--- config.mk ---
export PLATFORM = sky130hd
export DESIGN_NAME = mdu_iter
export DESIGN_NICKNAME = d
export VERILOG_FILES = /design/src/rtl/mdu_iter.sv
export SDC_FILE = /design/constraint.sdc
export NUM_CORES = 2
export LEC_CHECK = 0
export CORE_UTILIZATION = 50
export DETAILED_ROUTE_END_ITERATION = 6
export PLACE_DENSITY = 0.74
export SLEW_MARGIN = 25
export SYNTH_ARGS = -nofsm -noshare
export SYNTH_HDL_FRONTEND = slang
export SYNTH_SLANG_ARGS = --single-unit
export TNS_END_PERCENT = 50
--- constraint.sdc ---
create_clock -name clk -period 19.9 [get_ports clk]
set_clock_uncertainty 0.1 [all_clocks]
set_input_delay 3.98 -clock clk [delete_from_list [all_inputs] [get_ports clk]]
set_output_delay 3.98 -clock clk [all_outputs]
set_load 0.05 [all_outputs]
--- src/rtl/mdu_iter.sv ---
// Iterative multiply/divide unit owning HI/LO: fixed-latency multiply, 32-step restoring divide.
// Optional accumulate ops (MADD/MADDU) are built only when MDU_MADD_EN is defined.
module mdu_iter #(
  parameter int MULT_LAT = 5
) (
  input  logic        clk,
  input  logic        reset_n,
  input  logic        start,
  input  logic [2:0]  op,
  input  logic [31:0] a,
  input  logic [31:0] b,
  output logic        busy,
  output logic [31:0] hi,
  output logic [31:0] lo
);

  localparam logic [1:0] S_IDLE = 2'd0;
  localparam logic [1:0] S_MUL  = 2'd1;
  localparam logic [1:0] S_DIV  = 2'd2;

  localparam logic [2:0] OP_MULT  = 3'd0;
  localparam logic [2:0] OP_MULTU = 3'd1;
  localparam logic [2:0] OP_DIV   = 3'd2;
  localparam logic [2:0] OP_DIVU  = 3'd3;
  localparam logic [2:0] OP_MTHI  = 3'd4;
  localparam logic [2:0] OP_MTLO  = 3'd5;
`ifdef MDU_MADD_EN
  localparam logic [2:0] OP_MADD  = 3'd6;
  localparam logic [2:0] OP_MADDU = 3'd7;
`endif

  logic [1:0]  state;
  logic [5:0]  cnt;
  logic        sgn_q;      // signed multiply
  logic [31:0] a_q;        // multiplicand
  logic [31:0] b_q;        // multiplier, or divisor magnitude
  logic [31:0] rem;        // partial remainder
  logic [31:0] quo;        // dividend bits shifting out, quotient bits shifting in
  logic        neg_quo_q;
  logic        neg_rem_q;
`ifdef MDU_MADD_EN
  logic        madd_q;
`endif

  assign busy = (state != S_IDLE);

  // Multiply datapath: 64-bit product of the sign- or zero-extended latched operands.
  logic [63:0] a_ext, b_ext, product, mul_res;
  always_comb begin
    a_ext   = {{32{sgn_q & a_q[31]}}, a_q};
    b_ext   = {{32{sgn_q & b_q[31]}}, b_q};
    product = a_ext * b_ext;
`ifdef MDU_MADD_EN
    // HI/LO cannot change while busy, so the live value equals the one held at issue.
    mul_res = madd_q ? (product + {hi, lo}) : product;
`else
    mul_res = product;
`endif
  end

  // One restoring-divide step on a 33-bit shifted partial remainder.
  logic [32:0] shifted;
  logic        ge;
  logic [31:0] rem_nxt, quo_nxt, quo_fix, rem_fix;
  always_comb begin
    shifted = {rem, quo[31]};
    ge      = (shifted >= {1'b0, b_q});
    rem_nxt = ge ? 32'(shifted - {1'b0, b_q}) : shifted[31:0];
    quo_nxt = {quo[30:0], ge};
    quo_fix = neg_quo_q ? -quo_nxt : quo_nxt;
    rem_fix = neg_rem_q ? -rem_nxt : rem_nxt;
  end

  logic        div_signed;
  logic [31:0] a_mag, b_mag;
  always_comb begin
    div_signed = (op == OP_DIV);
    a_mag      = (div_signed && a[31]) ? -a : a;
    b_mag      = (div_signed && b[31]) ? -b : b;
  end

  // NOTE: state is updated with non-blocking assignments so every flop samples pre-edge values.
  // NOTE: operand and datapath flops are reset too; they are few and this keeps reset state deterministic.
  always_ff @(posedge clk or negedge reset_n) begin
    if (!reset_n) begin
      state     <= S_IDLE;
      cnt       <= '0;
      sgn_q     <= 1'b0;
      a_q       <= '0;
      b_q       <= '0;
      rem       <= '0;
      quo       <= '0;
      neg_quo_q <= 1'b0;
      neg_rem_q <= 1'b0;
      hi        <= '0;
      lo        <= '0;
`ifdef MDU_MADD_EN
      madd_q    <= 1'b0;
`endif
    end else begin
      case (state)
        S_IDLE: begin
          if (start) begin
            case (op)
              OP_MULT, OP_MULTU: begin
                state <= S_MUL;
                cnt   <= 6'(MULT_LAT);
                sgn_q <= ~op[0];
                a_q   <= a;
                b_q   <= b;
`ifdef MDU_MADD_EN
                madd_q <= 1'b0;
`endif
              end
              OP_DIV, OP_DIVU: begin
                if (b != '0) begin
                  state     <= S_DIV;
                  cnt       <= 6'd32;
                  quo       <= a_mag;
                  b_q       <= b_mag;
                  rem       <= '0;
                  neg_quo_q <= div_signed & (a[31] ^ b[31]);
                  neg_rem_q <= div_signed & a[31];
                end
              end
              OP_MTHI: hi <= a;
              OP_MTLO: lo <= a;
`ifdef MDU_MADD_EN
              OP_MADD, OP_MADDU: begin
                state  <= S_MUL;
                cnt    <= 6'(MULT_LAT);
                sgn_q  <= ~op[0];
                a_q    <= a;
                b_q    <= b;
                madd_q <= 1'b1;
              end
`endif
              default: ;
            endcase
          end
        end
        S_MUL: begin
          if (cnt == 6'd1) begin
            state    <= S_IDLE;
            cnt      <= '0;
            {hi, lo} <= mul_res;
          end else begin
            cnt <= cnt - 6'd1;
          end
        end
        S_DIV: begin
          rem <= rem_nxt;
          quo <= quo_nxt;
          if (cnt == 6'd1) begin
            state <= S_IDLE;
            cnt   <= '0;
            lo    <= quo_fix;
            hi    <= rem_fix;
          end else begin
            cnt <= cnt - 6'd1;
          end
        end
        default: state <= S_IDLE;
      endcase
    end
  end

endmodule

# == Word-level counts from Yosys, hierarchy flattened ==
# Index checks and enable logic that the tools add are counted.
# word_totals
register_bits,203
in_bits,70
out_inout_bits,65
wordCells,100
# classes
add_sub_neg,6
mul,1
magnitude_cmp,1
eq_ne,19
n_mux,35
bitwise,6
reduce_logical,21
# ops
op,count
$mux W32,20
$pmux W32 S2,3
$pmux W32 S3,2
$neg A32 Y32,4
$mul A33 B33 Y64,1
$ge A33 B32 Y1,1
$reduce_bool A32 Y1,1
$sub A32 B32 Y32,1
$pmux W6 S2,2
$reduce_and A4 Y1,5
$mux W6,3
$ne A2 B2 Y1 const B,5
$reduce_and A5 Y1,2
$ne A2 B1 Y1 const B,4
$pmux W2 S2,2
$reduce_bool A2 Y1,4
$eq A3 B2 Y1 const B,2
$eq A3 B3 Y1 const B,2
$eq A6 B1 Y1 const B,1
$mux W2,3
$reduce_or A2 Y1,3
$sub A6 B1 Y6 const B,1
$and A1 B1 Y1,4
$eq A3 B1 Y1 const B,1
other kinds (11),12

# == Longest topological paths before layout ==
# logic_depth
word_depth,7
mapped_depth,33
mapped_depth_nobuf,30

# == Least setup slack after synthesis ==
# Ideal clock, no wire load.
# synth_path
kind,reg2reg
start,register a_q[31]
end,register hi[28]
setup_time_ns,0.119
arrival_ns,7.966
required_time_ns,19.681
slack_ns,11.715
stages_incl_launch_ff,33
path_buffers,2
synth_period_minus_slack_ns,8.185
cell_sequence,dfrtp_1 > clkbuf_1 > and2_1 > clkbuf_1 > nand2_1 > inv_1 > fa_1 > inv_1 > fa_1 > inv_1 > fa_1 > fa_1 > inv_1 > fa_1 > inv_1 > fa_1 > inv_1 > fa_1 > fa_1 > inv_1 > ha_1 > a21o_1 > a21o_1 > a21o_1 > a21oi_1 > nor2_1 > nor2_1 > o21ai_0 > a211oi_1 > a21oi_1 > mux2i_1 > o311ai_0 > o21a_1
# synth_between
elab_chain_len,4
# synth_lines
element,line_no,text
from (decl),35,logic [31:0] a_q;
from (signal assigned),89,a_q <= '0;
from (signal assigned),109,a_q <= a;
$and A1 B1 Y1,50,"a_ext = {{32{sgn_q & a_q[31]}}, a_q};"
$mul A33 B33 Y64 *,52,product = a_ext * b_ext;
$mux W32 *,143,if (cnt == 6'd1) begin
$pmux W32 S3 *,101,case (state)
to (signal assigned),146,"{hi, lo} <= mul_res;"
to (signal assigned),158,hi <= rem_fix;
to (decl),13,"output logic [31:0] hi,"
# Mark *: on every way between the ends. The rest lies on a longest branch, timed or not. The select of a mux whose other input is x is not followed.
# A chain may end at the register's enable or synchronous reset.

# == Worst setup path after layout ==
# layout_path
start,register sgn_q
end,register hi[31]
# layout_between
elab_chain_len,4
elab_cells_between_ends,5
cone_classes,1 x mul; 2 x mux; 2 x bitwise
# layout_lines
element,line_no,text
from (decl),34,logic sgn_q;
from (signal assigned),108,sgn_q <= ~op[0];
$and A1 B1 Y1 (on tied branches),"50, 51",
$mul A33 B33 Y64 *,52,
$mux W32 *,143,
$pmux W32 S3 *,101,
# Marks and branches as above.

==> flow_summary.rst <==
.. list-table::
   :header-rows: 1

   * - Metric
     - Value
   * - TritonCTS clock tree
     - yes
   * - Worst path max stage delay
     - 870 ps
   * - Nets
     - 7233
   * - Kind of end point of the critical path
     - register
   * - Period Utilization, post-route
     - 0.492
   * - Source-to-sink clock delay at the later pin of the worst-skew pair
     - 570 ps
   * - Initial standard-cell utilization of the core
     - 0.504
   * - Die ar.
     - 0.105 mm2
   * - DRC
     - 0
   * - Net Count, Synth
     - 7322
   * - Buffers on Ports
     - 134
   * - WP data required
     - 20200 ps
   * - Result of the run
     - finished, final reports clean
   * - GP Congestion
     - 0.983
   * - Leading cell types in the layout, fill and taps excluded
     - sky130_fd_sc_hd__inv_1 (1190), sky130_fd_sc_hd__fa_1 (1125), sky130_fd_sc_hd__nand2_1 (961)
   * - Max-cap violation count
     - 0
   * - I/O pin count
     - 135
   * - Number of hold violations in the final report
     - 0
   * - Sequential fraction of the synthesis area
     - 0.0975
   * - Arrival time at the worst endpoint
     - 10090 ps
   * - Timing-limited maximum frequency
     - 0.102 GHz
   * - Aggregate global routing overflow
     - 0
   * - Flip-flop and latch count after synthesis
     - 203
   * - Cells resized by post-CTS repair
     - 0
   * - Clock root buffer master
     - sky130_fd_sc_hd__clkbuf_16
   * - Buffer count from post-CTS setup fixing
     - 0
   * - Hold-fix buffers, CTS
     - 0
   * - DP Wirelength
     - 118000 um
   * - Synth-to-Final Area Change
     - 6.50%
   * - Fraction of final layout cells with drive strength greater than 1
     - 0.0412
   * - Remaining number of nets flagged by the antenna check after routing
     - 0
   * - Overall track demand over capacity in global routing
     - 0.283
   * - H-Tree Depth
     - 1
   * - Maximum number of pins on one net before global-route repair
     - 110
   * - Clock input transition at the sequential cells of the worst setup and hold paths
     - 60 ps
   * - Post-Synthesis Mean Instance Area
     - 8.87 um2
   * - Row cnt
     - 118
   * - Aggregate negative setup slack
     - 0 ps
   * - Wire length of the first global-routing pass
     - 237000 um
   * - Cell occurring most often along the worst timing path
     - sky130_fd_sc_hd__fa_1
   * - Final min period
     - 9790 ps
   * - Chip Width
     - 325 um
   * - Synth warnings
     - 0
   * - Post-detailed-route via-to-cell ratio
     - 5.63
   * - Kind of cell adding the most delay to the critical path
     - adder cells
   * - TritonCTS Buffers
     - 26
   * - Clock Path Buffers
     - 3
   * - Class of the most critical hold timing path
     - register to register
   * - Tightest Pin Transition
     - 1120 ps
   * - Cell variety after synth
     - 100
   * - Fin. max-slew vios
     - 0
   * - 1st-pass router iterations
     - 6
   * - Startpoint class of the critical path
     - register
   * - Vias in the first global route
     - 43000
   * - Number of flops mapped to enable cells by yosys
     - 0
   * - Number of design-rule violations left by the first detailed-router iteration
     - 3510
   * - Fill cells
     - 9359
   * - Final-report setup violation count
     - 0
   * - Share of synthesized registers carrying an async set or reset
     - 1.00
   * - Most common cell after layout, fill and taps aside
     - sky130_fd_sc_hd__inv_1
   * - Maximum net fanout on the critical path
     - 22
   * - CTS Sinks
     - 203
   * - Unrepaired setup endpoints after global routing
     - false
   * - Netlist Area Pre-Place
     - 0.0521 mm2
   * - Area of the core region
     - 0.103 mm2
   * - Cell with the biggest individual delay on the critical path
     - sky130_fd_sc_hd__dfrtp_1
   * - Die Ht
     - 325 um
   * - Number of instances in the synthesized netlist
     - 5872
   * - Routed wire per std cell
     - 20.2 um
   * - Initial antenna violation count
     - 6
   * - Relative slew slack
     - 0.248
   * - Type of the worst setup path
     - register to register
   * - Ys flop type
     - sky130_fd_sc_hd__dfrtp_1
   * - Drt total wl
     - 145000 um
   * - Total number of vias
     - 40500
   * - Critical path buffer and inverter count
     - 7
-- worst paths after layout --
| kind | start | depth (start not counted) | slack [ps] | end |
|---|---|---|---|---|
| hold reg to reg | hi[11]$_DFFE_PN0P_ | 2 | 370 | hi[11]$_DFFE_PN0P_ |
| max in group asynchronous | reset_n | 2 | 14890 | a_q[9]$_DFFE_PN0P_ |
| min in group asynchronous | reset_n | 1 | 3350 | rem[26]$_DFFE_PN0P_ |
| setup / recovery | sgn_q$_DFFE_PN0P_ | 27 | 10110 | hi[31]$_DFFE_PN0P_ |
| setup reg to reg | sgn_q$_DFFE_PN0P_ | 27 | 10110 | hi[31]$_DFFE_PN0P_ |
| hold / removal | hi[11]$_DFFE_PN0P_ | 2 | 370 | hi[11]$_DFFE_PN0P_ |
-- layout make-up --
| cell class | instances | area [um2] | area share |
|---|---|---|---|
| inverter | 1192 | 4480 | 0.0807 |
| multi-input combinational | 4149 | 41300 | 0.745 |
| clock buffer | 35 | 754 | 0.0136 |
| antenna | 5 | 12.5 | 0.000226 |
| sequential | 203 | 5080 | 0.0917 |
| timing repair buffer | 211 | 1930 | 0.0347 |
| tap | 1380 | 1730 | 0.0311 |
| clock inverter | 13 | 184 | 0.00332 |
-- flip-flops by register name, summed over array words and instances (netlist names) --
signal / cells
a_q: 32
b_q: 32
cnt: 6
hi: 32
lo: 32
neg_quo_q: 1
neg_rem_q: 1
quo: 32
rem: 32
sgn_q: 1
state: 2
-- layer usage --
metal	track usage	part of all wire	vias up
li1	-	-	17700
met1	0.364	0.39	20700
met2	0.472	0.49	1702
met3	0.0349	0.067	390
met4	0.148	0.060	0
met5	0	0	-
-- stage by stage --
step           cells  hold WS, ps  setup slack [ps]  utilization  area, um2
2_1_floorplan   5872          364             11720            -      52100
3_3_place_gp    7135          359             10610        0.527      54500
3_5_place_dp    7135          365             10250        0.527      54500
4_1_cts         7183          378             10190        0.537      55500
5_1_grt         7186          394              9590        0.537      55500
6_report        7188          375             10110        0.537      55500
-- worst reg2reg max path: stages (launching register included) --
cell and delay (ps):
sky130_fd_sc_hd__dfrtp_1 870, sky130_fd_sc_hd__and2_1 640, sky130_fd_sc_hd__nand2_1 240, sky130_fd_sc_hd__inv_1 170, sky130_fd_sc_hd__fa_1 400, sky130_fd_sc_hd__inv_1 230, sky130_fd_sc_hd__fa_1 510, sky130_fd_sc_hd__inv_1 210
sky130_fd_sc_hd__fa_1 490, sky130_fd_sc_hd__fa_1 840, sky130_fd_sc_hd__inv_1 330, sky130_fd_sc_hd__fa_1 560, sky130_fd_sc_hd__inv_1 60, sky130_fd_sc_hd__fa_1 530, sky130_fd_sc_hd__inv_1 50, sky130_fd_sc_hd__fa_1 440
sky130_fd_sc_hd__fa_1 490, sky130_fd_sc_hd__inv_1 40, sky130_fd_sc_hd__ha_1 360, sky130_fd_sc_hd__and2_1 220, sky130_fd_sc_hd__nand2_1 90, sky130_fd_sc_hd__or3_1 360, sky130_fd_sc_hd__a211oi_1 360, sky130_fd_sc_hd__o21ai_0 240
sky130_fd_sc_hd__o31ai_1 330, sky130_fd_sc_hd__xnor2_1 150, sky130_fd_sc_hd__a221oi_2 290, sky130_fd_sc_hd__a211oi_1 80
-- cell usage after synthesis (16+ instances only) --
master | instances | share of area
sky130_fd_sc_hd__a21o_1 | 45 | 0.0065
sky130_fd_sc_hd__a21oi_1 | 179 | 0.017
sky130_fd_sc_hd__a221oi_1 | 51 | 0.0086
sky130_fd_sc_hd__and2_1 | 351 | 0.042
sky130_fd_sc_hd__and3_1 | 30 | 0.0036
sky130_fd_sc_hd__buf_2 | 19 | 0.0018
sky130_fd_sc_hd__clkbuf_1 | 302 | 0.022
sky130_fd_sc_hd__dfrtp_1 | 203 | 0.098
sky130_fd_sc_hd__fa_1 | 1126 | 0.43
sky130_fd_sc_hd__ha_1 | 254 | 0.061
sky130_fd_sc_hd__inv_1 | 1190 | 0.086
sky130_fd_sc_hd__mux2_2 | 36 | 0.0078
sky130_fd_sc_hd__mux2i_1 | 22 | 0.0042
sky130_fd_sc_hd__nand2_1 | 961 | 0.069
sky130_fd_sc_hd__nand3_1 | 31 | 0.0030
sky130_fd_sc_hd__nand4_1 | 19 | 0.0023
sky130_fd_sc_hd__nor2_1 | 202 | 0.015
sky130_fd_sc_hd__nor2b_1 | 16 | 0.0019
sky130_fd_sc_hd__nor3_1 | 48 | 0.0046
sky130_fd_sc_hd__nor4_1 | 17 | 0.0020
sky130_fd_sc_hd__o21a_1 | 24 | 0.0035
sky130_fd_sc_hd__o21ai_0 | 176 | 0.017
sky130_fd_sc_hd__o21ai_1 | 20 | 0.0019
sky130_fd_sc_hd__o31ai_1 | 84 | 0.012
sky130_fd_sc_hd__or3_1 | 33 | 0.0040
sky130_fd_sc_hd__xnor2_1 | 141 | 0.024
sky130_fd_sc_hd__xor2_1 | 68 | 0.011
-- kinds of logic after synthesis --
family,count (synthesis),share of synthesized area
compound gates,707,0.0895
xor+xnor,209,0.0351
fa+ha+maj,1380,0.494
buf+inv,1520,0.111
flops,203,0.0975
mux,59,0.0124
simple gates,1794,0.161
Power is not shown: default switching activity piles up to over one toggle a cycle in this logic, so the estimate is an artifact.
